## config.mk

```make
export PLATFORM = sky130hd
export DESIGN_NAME = count_arb_flat
export DESIGN_NICKNAME = d
export VERILOG_FILES = /design/src/rtl/count_arb_if.sv /design/src/rtl/count_arb.sv /design/src/flat_wrapper.sv
export SDC_FILE = /design/constraint.sdc
export NUM_CORES = 1
export LEC_CHECK = 0
export CORE_AREA = 2 2 43 45
export CTS_CLUSTER_DIAMETER = 30
export CTS_CLUSTER_SIZE = 25
export DETAILED_ROUTE_END_ITERATION = 10
export DIE_AREA = 0 0 45 47
export PLACE_DENSITY_LB_ADDON = 0.05
export SETUP_SLACK_MARGIN = 0.05
export SYNTH_ARGS = -nofsm -noshare
export SYNTH_HDL_FRONTEND = slang
export SYNTH_SLANG_ARGS = --single-unit
```

## constraint.sdc

```tcl
create_clock -name clk -period 5.15 [get_ports clk]
set_clock_uncertainty 0.2 [all_clocks]
set_input_delay 0.7725 -clock clk [delete_from_list [all_inputs] [get_ports clk]]
set_output_delay 0.7725 -clock clk [all_outputs]
set_load 0.01 [all_outputs]
```

## src/rtl/count_arb_if.sv

```systemverilog
// count_arb_if: request/grant bundle between requesters and count_arb.
// Signals:
//   req, mode              requester -> arbiter (4 bits each, bit i = requester i)
//   gnt, busy, count       arbiter -> requester: grant, run in progress, sequence value
//   done, done_id          arbiter -> requester: run-complete pulse and its requester index
//   done_cnt               arbiter -> requester: completed-run count (COUNT_ARB_STAT_EN only)
// Modports: master (requester side), slave (arbiter side).
interface count_arb_if;
    logic [3:0] req;
    logic [3:0] mode;
    logic [3:0] gnt;
    logic       busy;
    logic [1:0] count;
    logic       done;
    logic [1:0] done_id;
`ifdef COUNT_ARB_STAT_EN
    logic [7:0] done_cnt;

    modport master (
        output req, mode,
        input  gnt, busy, count, done, done_id, done_cnt
    );
    modport slave (
        input  req, mode,
        output gnt, busy, count, done, done_id, done_cnt
    );
`else
    modport master (
        output req, mode,
        input  gnt, busy, count, done, done_id
    );
    modport slave (
        input  req, mode,
        output gnt, busy, count, done, done_id
    );
`endif
endinterface

```

## src/rtl/count_arb.sv

```systemverilog
// count_arb: 4-way round-robin arbiter. The granted requester owns a shared
// 2-bit sequencer for one run: 00,01,10,11 (mode=0) or 00,10,11 (mode=1).
// Ports:
//   clk    rising-edge clock
//   reset  asynchronous, active-high
//   bus    count_arb_if.slave (req/mode in; gnt/busy/count/done/done_id out)
// Optional feature: define COUNT_ARB_STAT_EN to add the 8-bit done_cnt output.
module count_arb (
    input  logic        clk,
    input  logic        reset,
    count_arb_if.slave  bus
);

    typedef enum logic {IDLE, RUN} state_e;

    state_e     state_q;
    logic [1:0] ptr_q;
    logic [1:0] id_q;
    logic       m_q;
    logic [3:0] gnt_q;
    logic [1:0] count_q;
    logic       done_q;
    logic [1:0] done_id_q;
`ifdef COUNT_ARB_STAT_EN
    logic [7:0] done_cnt_q;
`endif

    logic [1:0] pick_d;
    logic [1:0] idx;
    logic [1:0] count_d;

    // Search upward from ptr with wrap; iterating from the farthest slot
    // down lets the nearest asserted requester win.
    always_comb begin
        pick_d = ptr_q;
        idx    = '0;
        for (int k = 3; k >= 0; k--) begin
            idx = ptr_q + 2'(k);
            if (bus.req[idx]) begin
                pick_d = idx;
            end
        end
    end

    // mode=1 skips 01 by jumping straight from 00 to 10.
    always_comb begin
        if (m_q && (count_q == 2'b00)) begin
            count_d = 2'b10;
        end else begin
            count_d = count_q + 2'b01;
        end
    end

    always_ff @(posedge clk or posedge reset) begin
        if (reset) begin
            state_q    <= IDLE;
            ptr_q      <= '0;
            id_q       <= '0;
            m_q        <= 1'b0;
            gnt_q      <= '0;
            count_q    <= '0;
            done_q     <= 1'b0;
            done_id_q  <= '0;
`ifdef COUNT_ARB_STAT_EN
            done_cnt_q <= '0;
`endif
        end else begin
            done_q <= 1'b0;
            unique case (state_q)
                IDLE: begin
                    if (|bus.req) begin
                        state_q <= RUN;
                        gnt_q   <= 4'b0001 << pick_d;
                        id_q    <= pick_d;
                        m_q     <= bus.mode[pick_d];
                        ptr_q   <= pick_d + 2'd1;
                        count_q <= 2'b00;
                    end
                end
                RUN: begin
                    if (count_q == 2'b11) begin
                        state_q   <= IDLE;
                        gnt_q     <= '0;
                        count_q   <= 2'b00;
                        done_q    <= 1'b1;
                        done_id_q <= id_q;
`ifdef COUNT_ARB_STAT_EN
                        done_cnt_q <= done_cnt_q + 8'd1;
`endif
                    end else begin
                        count_q <= count_d;
                    end
                end
            endcase
        end
    end

    assign bus.gnt     = gnt_q;
    assign bus.busy    = (state_q == RUN);
    assign bus.count   = count_q;
    assign bus.done    = done_q;
    assign bus.done_id = done_id_q;
`ifdef COUNT_ARB_STAT_EN
    assign bus.done_cnt = done_cnt_q;
`endif

endmodule
```

## src/flat_wrapper.sv

```systemverilog
// flat-port wrapper written by rule: the top's interface ports become plain ports
module count_arb_flat 
  (clk, reset, bus_req, bus_mode, bus_gnt, bus_busy, bus_count, bus_done, bus_done_id);
  count_arb_if bus_i ();
  input  logic clk;
  input  logic reset;
  input wire logic [$bits(bus_i.req)-1:0] bus_req;
  input wire logic [$bits(bus_i.mode)-1:0] bus_mode;
  output wire logic [$bits(bus_i.gnt)-1:0] bus_gnt;
  output wire logic [$bits(bus_i.busy)-1:0] bus_busy;
  output wire logic [$bits(bus_i.count)-1:0] bus_count;
  output wire logic [$bits(bus_i.done)-1:0] bus_done;
  output wire logic [$bits(bus_i.done_id)-1:0] bus_done_id;
  assign bus_i.req = bus_req;
  assign bus_i.mode = bus_mode;
  assign bus_gnt = bus_i.gnt;
  assign bus_busy = bus_i.busy;
  assign bus_count = bus_i.count;
  assign bus_done = bus_i.done;
  assign bus_done_id = bus_i.done_id;
  count_arb u_core (.clk(clk), .reset(reset), .bus(bus_i));
endmodule
```

==> summary.md, run 1 <==
| Metric | Value |
|---|---|
| Max FO, Critical Path | 6 |
| Drt total wl | 1.35 mm |
| Synth Register Bits | 15 |
| Number of remaining DRC errors | 0 |
| Post-Syn Nets | 83 |
| CP arrival | 2390 ps |
| CP max stage delay | 550 ps |
| DR WL/cell | 12.2 um |
| First DRT Iteration DRCs | 7 |
| Count of cell types in the netlist | 27 |
| CTS Buffer Depth | 2 |
| Hold Crit Class | flop to flop |
| Area occupied by multi-input gates | 360 um^2 |
| Total grt overflow | 0 |
| Area Growth Syn to Fin | 30.2% |
| Slew Viols, Final | 0 |
| Dominant synthesized flop cell | dfrtp_1 |
| Via/cell ratio | 5.27 |
| Total Power | 0.000551 W |
| Ant diodes | 0 |
| Critical-path cell list | clkdlybuf4s50_1 > or3b_1 > and4_1 > mux2i_1 > a221oi_2 |
| Slew at the pin closest to its max-slew limit | 581 ps |
| Final Net Count | 106 |
| Register area share after synthesis | 49.3% |
| Hold depth | 2 |
| Post-CTS setup buffer count | 0 |
| Period utilization | 46.3% |
| Setup TNS | 0 ps |
| Initial antenna violation count | 0 |
| Worst path required time | 5150 ps |
| R2R Setup Slk | 3330 ps |
| Gpl congestion | 0.744 |
| Fill cells | 144 |
| Setup Viol. Count Final | 0 |
| Rows | 15 |
| F_max | 0.419 GHz |
| Ys async rst share | 100% |
| Startpoint types | input port |
| Pwr/cell area | 555 mW/mm^2 |
| Status | completed |
| Slew headroom | 61.2% |
| Max-cap violations | 0 |
| Most common cell after layout, fill and taps aside | clkdlybuf4s50_1 |
| Critical path buffer and inverter count | 1 |
| Critical hold path startpoint | u_core.bus.gnt[1]$_DFFE_PP0P_ |
| TritonCTS Buffers | 3 |
| Fin. Hold Viols | 0 |
| Synth Area in Simple Gates | 19.0% |
| Htree depth | 1 |
| Post-DP HPWL | 1.06 mm |
| Hold Path End | u_core.bus.gnt[1]$_DFFE_PP0P_ |
| Syn Inst Count | 71 |
| DRT Pass-1 Iters | 3 |
| First-pass GRT wire length | 2.31 mm |
| Initial core utilization | 46.1% |
| Kind of critical path | input port to flop |
| Synth warnings | 0 |
| Critical path's top delay family | simple AND/OR/NAND/NOR gates |
| Vias in the first global route | 527 |
| Fin worst setup slack | 2760 ps |
| Worst Setup End Kind | flop |
| Proportion of synthesized area in mux cells | 5.58% |
| FF-to-FF path depth | 4 |
| Post-Syn Area | 762 um^2 |
| Avg Inst Size Synth | 10.7 um^2 |
| DR vias | 580 |
| PostCTS Resize Cnt | 0 |
| TritonCTS clock tree | done |
| Reg2reg start | u_core.ptr_q[1]$_DFFE_PP0P_ |
| XOR/XNOR share of the synthesized area | 1.15% |
| Clock latency on the worst-skew pair | 280 ps |
| Most frequent cells in the layout | 19 x clkdlybuf4s50_1, 15 x dfrtp_1, 7 x nor2_1 |
| EDFF count, synth | 0 |
| Critical path depth in cells | 5 |
| Critical R2R Capture | u_core.m_q$_DFFE_PP0P_ |
| I/O pins | 20 |
| Crit-path slowest cell | clkdlybuf4s50_1 |
| Flip-flop and latch area | 375 um^2 |
| Placeable Area | 0.00165 mm^2 |
| Die Wd | 45 um |
| DIE AREA | 0.00212 mm^2 |
| Largest net degree at the start of global routing | 16 |
| RSZ-0062 raised after global routing | false |
| Share of cells above drive strength 1 | 9.68% |
| Final core occ | 60.1% |
| Worst-path clk slew | 90 ps |
| Pre-CTS WS | 2460 ps |
| # port buffers | 19 |
| Minimum clock period after layout | 2390 ps |
| GRT Overall Usage | 15.5% |
| Largest family of logic cells by synthesized area | simple AND/OR/NAND/NOR gates |
| Worst hold slack | 303 ps |
| Max VDD drop | 0.361 mV |
| Post-route ant nets | 0 |
| Clk sink count | 15 |
| Root Driver | clkbuf_4 |
| Leakage | 0.440 nW |
| Synth Area in Compound Gates | 18.2% |
| DIE HEIGHT | 47 um |
| Synth Area in Adders | 3.28% |
| Hold_buf cts | 0 |
[layer usage]
| metal | part of all wire [%] | vias up | global-route usage [%] |
|---|---|---|---|
| met4 | 2.2 | 0 | 5.29 |
| met2 | 45 | 13 | 24.9 |
| met1 | 47 | 268 | 19.4 |
| li1 | - | 294 | - |
| met5 | 0 | - | 0 |
| met3 | 5.5 | 5 | 5.77 |
[flip-flops by register name (all words and copies together) (netlist names)]
| register | count |
|---|---|
| u_core.bus.done | 1 |
| u_core.bus.gnt | 4 |
| u_core.bus.count | 2 |
| u_core.bus.busy | 1 |
| u_core.bus.done_id | 2 |
| u_core.m_q | 1 |
| u_core.id_q | 2 |
| u_core.ptr_q | 2 |
[through the flow]
stage / instances / area (um^2)
after floorplan: 71 / 762
after global placement: 106 / 966
after detailed placement: 106 / 966
after CTS: 110 / 992
after global routing: 110 / 992
final: 110 / 992
[kinds of logic after synthesis]
group / after synthesis
buffers and inverters: 6
and+or+nand+nor: 26
adders and majority gates: 2
muxes: 4
AOI/OAI and AO/OA: 17
xor gates and xnor gates: 1
DFF: 15
[layout make-up]
type,count,share of cell area (%)
inverters,5,1.89
flip-flops and latches,15,37.8
repair buffers,19,19.2
multi-input cells,50,36.3
clock buffers,4,2.65
well taps,17,2.14
[report_power, final]
part,switching [W],total (W),internal (W)
combinational,0.000119,0.000267,0.000148
sequential,0.0000431,0.000217,0.000174
clock,0.0000372,0.0000673,0.0000301
[cell usage after synthesis (2+ instances only)]
cell      number  area, um^2
nor3_1         2        10.0
dfrtp_1       15         375
ha_1           2        25.0
nor2b_1        5        31.3
nand2b_1       2        12.5
o21ai_0        5        25.0
mux2i_1        2        20.0
nand2_1        5        18.8
inv_1          5        18.8
nor2_1         7        26.3
a22o_1         3        26.3
mux2_2         2        22.5
a21oi_1        2        10.0
[how the worst max path moves through the flow]
stage | from | endpoint | slack, ps
3_3_place_gp | bus_req[2] | u_core.m_q$_DFFE_PP0P_ | 2470
3_5_place_dp | bus_req[2] | u_core.m_q$_DFFE_PP0P_ | 2460
5_1_grt | bus_req[3] | u_core.bus.gnt[1]$_DFFE_PP0P_ | 2610
6_report | bus_req[2] | u_core.m_q$_DFFE_PP0P_ | 2760
4_1_cts | bus_req[3] | u_core.bus.gnt[2]$_DFFE_PP0P_ | 2760
2_1_floorplan | bus_req[1] | u_core.m_q$_DFFE_PP0P_ | 3080
[worst reg2reg max path, cell delays in order, from the launching register on]
cell and delay (ps):
dfrtp_1 450, or3b_1 380, and4_1 270, mux2i_1 170, a221oi_2 270
Power figures use the tool's default switching activity.
==> run 2, diff against run 1 <==
--- a/config.mk
+++ b/config.mk
@@ -5,11 +5,11 @@
 export SDC_FILE = /design/constraint.sdc
 export NUM_CORES = 1
 export LEC_CHECK = 0
-export CORE_AREA = 2 2 43 45
+export CORE_AREA = 2 2 44 46
 export CTS_CLUSTER_DIAMETER = 30
 export CTS_CLUSTER_SIZE = 25
 export DETAILED_ROUTE_END_ITERATION = 10
-export DIE_AREA = 0 0 45 47
+export DIE_AREA = 0 0 46 48
 export PLACE_DENSITY_LB_ADDON = 0.05
 export SETUP_SLACK_MARGIN = 0.05
 export SYNTH_ARGS = -nofsm -noshare
==> constraint.sdc (replaced) <==
create_clock -name clk -period 2.4 [get_ports clk]
set_clock_uncertainty 0.2 [all_clocks]
set_input_delay 0.36 -clock clk [delete_from_list [all_inputs] [get_ports clk]]
set_output_delay 0.36 -clock clk [all_outputs]
set_load 0.01 [all_outputs]
==> run 2 against run 1 <==
  * Non-clock buffer count up 2
  * Sequential power up 110%
  * Setup slack worse by 2400 ps
  * Highest routed layer unchanged
  * Final area up 1.5%
  * Total power up 120%
  * Register-to-register slack worse by 2800 ps
  * Flip-flop and latch count unchanged
  * Critical path depth unchanged
  * Largest power group unchanged
  * First-iteration DRC count down 14%
  * Combinational power up 120%
==> summary.md, run 2 (same netlist as run 1, synthesis figures left out) <==
| Metric | Value |
|---|---|
| First DRT Iteration DRCs | 6 (-1) |
| Slew headroom | 64.6% (+3.4 points) |
| # port buffers | 19 (unchanged) |
| F_max | 0.498 GHz |
| Clock latency on the worst-skew pair | 280 ps (about the same) |
| Crit-path slowest cell | clkdlybuf4s50_1 |
| Max-cap violations | 0 (unchanged) |
| Placeable Area | 0.00169 mm^2 (+2.3%) |
| Fill cells | 144 (unchanged) |
| Ant diodes | 0 (unchanged) |
| Initial antenna violation count | 0 (unchanged) |
| Hold_buf cts | 0 (unchanged) |
| DIE HEIGHT | 48 um (+2.1%) |
| Critical R2R Capture | u_core.m_q$_DFFE_PP0P_ |
| Critical-path cell list | clkdlybuf4s50_1 > or3b_1 > and4_1 > mux2i_1 > a221oi_2 |
| Post-CTS setup buffer count | 0 (unchanged) |
| Fin. Hold Viols | 0 (unchanged) |
| Final core occ | 59.6% (-0.45 points) |
| Slew at the pin closest to its max-slew limit | 530 ps (-51.1 ps) |
| Post-DP HPWL | 1.08 mm (+1.9%) |
| Clk sink count | 15 (unchanged) |
| First-pass GRT wire length | 2.25 mm (-2.7%) |
| GRT Overall Usage | 14.5% (-1.0 points) |
| Fin worst setup slack | 392 ps (-2370 ps) |
| Most frequent cells in the layout | 19 x clkdlybuf4s50_1, 15 x dfrtp_1, 7 x nor2_1 |
| TritonCTS Buffers | 3 (unchanged) |
| Final Net Count | 108 (+1.9%) |
| R2R Setup Slk | 570 ps (-2760 ps) |
| Largest net degree at the start of global routing | 16 (unchanged) |
| RSZ-0062 raised after global routing | false |
| Flip-flop and latch area | 375 um^2 (unchanged) |
| Reg2reg start | u_core.ptr_q[1]$_DFFE_PP0P_ |
| Largest register FFs | 4 (unchanged) |
| Share of cells above drive strength 1 | 11.6% (+1.9 points) |
| FF-to-FF path depth | 4 (unchanged) |
| CP arrival | 2000 ps (-390 ps) |
| Drt total wl | 1.35 mm (+0.52%) |
| Status | completed |
| Root Driver | clkbuf_4 |
| Max FO, Critical Path | 6 (unchanged) |
| DR WL/cell | 12.1 um (-1.3%) |
| Area Growth Syn to Fin | 32.2% |
| Worst hold slack | 213 ps (-90.0 ps) |
| Period utilization | 83.7% |
| Die Wd | 46 um (+2.2%) |
| DR vias | 583 (+0.52%) |
| TritonCTS clock tree | done |
| Pre-CTS WS | 107 ps (-2350 ps) |
| Area occupied by multi-input gates | 360 um^2 (unchanged) |
| Vias in the first global route | 518 (-1.7%) |
| Most common cell after layout, fill and taps aside | clkdlybuf4s50_1 |
| DRT Pass-1 Iters | 4 (+1) |
| CTS Buffer Depth | 2 (unchanged) |
| Via/cell ratio | 5.21 (-1.3%) |
| Number of remaining DRC errors | 0 (unchanged) |
| Slew Viols, Final | 0 (unchanged) |
| Kind of critical path | input port to flop |
| Pwr/cell area | 1190 mW/mm^2 (+110%) |
| Worst Setup End Kind | flop |
| PostCTS Resize Cnt | 0 (unchanged) |
| Hold Crit Class | input port to asynchronous set/reset pin |
| Rows | 15 (unchanged) |
| Worst-path clk slew | 80 ps (about the same) |
| Setup TNS | 0 ps (unchanged) |
| Critical path origin | bus_req[2] |
| Leakage | 0.451 nW (+2.4%) |
| Setup Viol. Count Final | 0 (unchanged) |
| Max VDD drop | 0.623 mV (+73%) |
| Total grt overflow | 0 (unchanged) |
| Worst path required time | 2390 ps (-2760 ps) |
| CP endpoint | u_core.m_q$_DFFE_PP0P_ |
| DIE AREA | 0.00221 mm^2 (+4.4%) |
| CP max stage delay | 550 ps (about the same) |
| I/O pins | 20 (unchanged) |
| Minimum clock period after layout | 2010 ps |
| Post-route ant nets | 0 (unchanged) |
| Startpoint types | input port |
| Htree depth | 1 (unchanged) |
| Gpl congestion | 0.765 (+2.8%) |
| Initial core utilization | 45.1% (-1.0 points) |
run 2: per-stage QoR:
stage               cells  area [um^2]  power (W)
finish                112         1010    0.00120
global route          112         1010    0.00130
CTS                   112         1010    0.00121
detailed placement    108          981    0.00107
global placement      108          981    0.00106
floorplan              71          762   0.000822
run 2: worst max-delay path, delay by kind of cell:
kind	cells	cell delay [ps]
and+or+nand+nor	2	630
AOI/OAI and AO/OA	1	280
buffers and inverters	1	550
muxes	1	170
run 2: area by class of cell:
| type | instances | share of cell area, % |
|---|---|---|
| inverters | 5 | 1.86 |
| clock buffers | 4 | 2.61 |
| repair buffers | 21 | 20.4 |
| well taps | 17 | 2.11 |
| multi-input cells | 50 | 35.8 |
| flip-flops and latches | 15 | 37.3 |
run 2: routing by layer:
layer / global-route usage (%) / vias up / wire length [um]
li1: - / 297 / -
met3: 5.66 / 2 / 52
met4: 3.43 / 0 / 8
met1: 20.2 / 274 / 676
met5: 0 / - / 0
met2: 21.1 / 10 / 614
run 2: where the power goes:
group          total [W]  leakage, nW  switching (W)  internal, W
clock network   0.000140       0.0150      0.0000752    0.0000644
logic           0.000592        0.255       0.000264     0.000328
registers       0.000465        0.181      0.0000917     0.000373
run 2: how the worst min path moves through the flow:
stage	from	endpoint	slack, ps	cells past startpoint
after floorplan	reset	u_core.bus.busy$_DFF_PP0_	60	1
after global placement	u_core.bus.gnt[2]$_DFFE_PP0P_	u_core.bus.gnt[2]$_DFFE_PP0P_	290	1
after detailed placement	u_core.bus.gnt[1]$_DFFE_PP0P_	u_core.bus.gnt[1]$_DFFE_PP0P_	290	2
after CTS	reset	u_core.bus.done$_DFF_PP0_	230	2
after global routing	reset	u_core.bus.done$_DFF_PP0_	260	2
final	reset	u_core.bus.done$_DFF_PP0_	210	2
==> run 3, diff against run 2 <==
--- a/config.mk
+++ b/config.mk
@@ -5,11 +5,11 @@
 export SDC_FILE = /design/constraint.sdc
 export NUM_CORES = 1
 export LEC_CHECK = 0
-export CORE_AREA = 2 2 44 46
+export CORE_AREA = 2 2 46 48
 export CTS_CLUSTER_DIAMETER = 30
 export CTS_CLUSTER_SIZE = 25
 export DETAILED_ROUTE_END_ITERATION = 10
-export DIE_AREA = 0 0 46 48
+export DIE_AREA = 0 0 48 50
 export PLACE_DENSITY_LB_ADDON = 0.05
 export SETUP_SLACK_MARGIN = 0.05
 export SYNTH_ARGS = -nofsm -noshare
==> constraint.sdc (replaced) <==
create_clock -name clk -period 1.6 [get_ports clk]
set_clock_uncertainty 0.2 [all_clocks]
set_input_delay 0.24 -clock clk [delete_from_list [all_inputs] [get_ports clk]]
set_output_delay 0.24 -clock clk [all_outputs]
set_load 0.01 [all_outputs]
==> run 3 against run 2 <==
  * The run now ends with negative setup slack left
  * Total power is 80% higher
  * Non-clock buffer count is 16 higher
  * First-iteration DRC count is 50% lower
  * Global-route usage is 3.5 points higher
  * Flip-flop and latch count stayed put
  * Sequential power is 46% higher
  * Setup slack worse by 560 ps
  * Routed wire length is 29% higher
==> summary.md, run 3 (same netlist as run 1, synthesis figures left out) <==
| Metric | Value |
|---|---|
| First DRT Iteration DRCs | 3 (-3) |
| Fin. Hold Viols | 0 (unchanged) |
| Crit-path slowest cell | dfrtp_2 |
| Ant diodes | 0 (unchanged) |
| Hold_buf cts | 0 (unchanged) |
| Via/cell ratio | 4.96 (-4.6%) |
| Power Internal | 0.00135 W (+77%) |
| Root Driver | clkbuf_4 |
| Pwr/cell area | 1760 mW/mm^2 (+48%) |
| FF-to-FF path depth | 6 (+2) |
| Total grt overflow | 0 (unchanged) |
| Critical path's top delay family | flip-flops |
| Worst Setup End Kind | flop |
| Rows | 16 (+1) |
| Vias in the first global route | 712 (+37%) |
| Slew Viols, Final | 0 (unchanged) |
| Fin worst setup slack | -168 ps (-560 ps) |
| DIE AREA | 0.00240 mm^2 (+8.7%) |
| Placed Cells | 128 (+19%) |
| First-pass GRT wire length | 3.04 mm (+35%) |
| Period utilization | 110% |
| Area occupied by multi-input gates | 433 um^2 (+20%) |
| Setup Viol. Count Final | 8 (+8) |
| Area Growth Syn to Fin | 60.6% |
| Clock latency on the worst-skew pair | 280 ps (about the same) |
| DR WL/cell | 12.6 um (+4.6%) |
| CP max stage delay | 450 ps (-100 ps) |
| Failing checks | negative setup slack |
| Psw | 0.000804 W (+87%) |
| Clk sink count | 15 (unchanged) |
| DR vias | 685 (+17%) |
| Most frequent cells in the layout | 14 x dlygate4sd2_1, 14 x dfrtp_1, 13 x buf_4 |
| Max VDD drop | 1.00 mV (+61%) |
| Total Power | 0.00216 W (+80%) |
| Largest net degree at the start of global routing | 16 (unchanged) |
| Drt total wl | 1.74 mm (+29%) |
| Leakage | 0.588 nW (+30%) |
| Switch share | 37.3% (+1.3 points) |
| Final Net Count | 124 (+15%) |
| Share of cells above drive strength 1 | 37.8% (+26 points) |
| Worst-path clk slew | 80 ps (about the same) |
| Number of remaining DRC errors | 0 (unchanged) |
| Status | finished, violations left |
| Combinational share of power | 58.6% (+9.1 points) |
| DIE HEIGHT | 50 um (+4.2%) |
| CTS Buffer Depth | 2 (unchanged) |
| Post-route ant nets | 0 (unchanged) |
| I/O pins | 20 (unchanged) |
| TritonCTS Buffers | 3 (unchanged) |
| Initial core utilization | 40.1% (-5.0 points) |
| Largest register FFs | 4 (unchanged) |
| DRT Pass-1 Iters | 4 (unchanged) |
| TritonCTS clock tree | done |
| Slew at the pin closest to its max-slew limit | 314 ps (-216 ps) |
| Critical-path cell list | buf_6 > and3b_2 > o41ai_4 > buf_4 > xnor2_2 > a21oi_1 |
| Critical path depth in cells | 6 (+1) |
| Worst path required time | 1570 ps (-820 ps) |
| Hold Crit Class | input port to asynchronous set/reset pin |
| GRT Overall Usage | 18.0% (+3.5 points) |
| Share of total power in the clock network | 9.9% (-1.8 points) |
| Final Non-Filler Cells | 138 (+23%) |
| Fill cells | 152 (+5.6%) |
| Slew headroom | 79.0% (+14 points) |
| Flip-flop and latch area | 377 um^2 (+0.33%) |
| # port buffers | 19 (unchanged) |
| F_max | 0.566 GHz |
| Gpl congestion | 0.773 (+1.2%) |
| Placeable Area | 0.00190 mm^2 (+13%) |
| Max-cap violations | 0 (unchanged) |
| Die Wd | 48 um (+4.3%) |
| Startpoint types | flop |
| Max FO, Critical Path | 5 (-1) |
| Flop pwr share | 31.5% (-7.3 points) |
| Htree depth | 1 (unchanged) |
| Critical path buffer and inverter count | 2 (+1) |
| Minimum clock period after layout | 1770 ps |
| RSZ-0062 raised after global routing | true |
| Kind of critical path | flop to flop |
| CP arrival | 1730 ps (-270 ps) |
| Initial antenna violation count | 0 (unchanged) |
| Post-DP HPWL | 1.18 mm (+9.6%) |
## run 3: changes by cell type in the layout (fill, tap and decap cells not counted), sizes merged
cell / delta
dlygate4sd2: +14
buf: +16
clkdlybuf4s50: -14
## run 3: final cells by class
type	count	share of cell area, %
repair buffers	37	27.4
inverters	5	1.53
well taps	27	2.76
flip-flops and latches	15	30.8
multi-input cells	50	35.4
clock buffers	4	2.15
## run 3: power groups by stage
stage | combinational, W | sequential [W] | clock [W]
final | 0.00126 | 0.000680 | 0.000213
after global routing | 0.00139 | 0.000705 | 0.000248
after CTS | 0.00119 | 0.000677 | 0.000226
after detailed placement | 0.000986 | 0.000695 | 0
after global placement | 0.000973 | 0.000696 | 0
after floorplan | 0.000518 | 0.000736 | 0
## run 3: worst paths after layout
check	from	end	slack (ps)
worst min-delay path	reset	u_core.bus.count[1]$_DFFE_PP0P_	70
worst min register to register	u_core.bus.done_id[0]$_DFFE_PP0P_	u_core.bus.done_id[0]$_DFFE_PP0P_	300
min in group clk	u_core.bus.done_id[0]$_DFFE_PP0P_	u_core.bus.done_id[0]$_DFFE_PP0P_	300
max in group asynchronous	reset	u_core.ptr_q[1]$_DFFE_PP0P_	940
worst max register to register	u_core.ptr_q[1]$_DFFE_PP0P_	u_core.ptr_q[1]$_DFFE_PP0P_	-170
worst max-delay path	u_core.ptr_q[1]$_DFFE_PP0P_	u_core.ptr_q[1]$_DFFE_PP0P_	-170
## run 3: repair_timing
action,in CTS,in global routing
setup buffers,7,0
setup endpoints to repair,22,12
gates resized for setup,28,9
pin swaps,6,7
## run 3: routing by layer
metal	wire length (um)	part of all wire [%]	track usage, %
met5	0	0	0
met1	748	43	22.2
met3	70	4.0	3.66
met2	887	51	28.2
met4	36	2.1	9.46
## run 3: per-stage QoR
step | TNS (ps) | utilization [%] | setup WS [ps] | area, um^2 | hold WS (ps)
final | -513 | 64.3 | -168 | 1220 | 73.4
after global routing | -1100 | 64.3 | -223 | 1220 | 87.1
after CTS | -555 | 62.8 | -134 | 1190 | 77.6
after detailed placement | -4860 | 56.5 | -518 | 1070 | 282
after global placement | -4900 | 56.5 | -485 | 1070 | 283
after floorplan | -173 | - | -68.2 | 772 | -58.5
## run 3: worst min-delay path, cell delays in order
cell and delay (ps):
clkdlybuf4s50_1 400, inv_1 60, buf_4 220
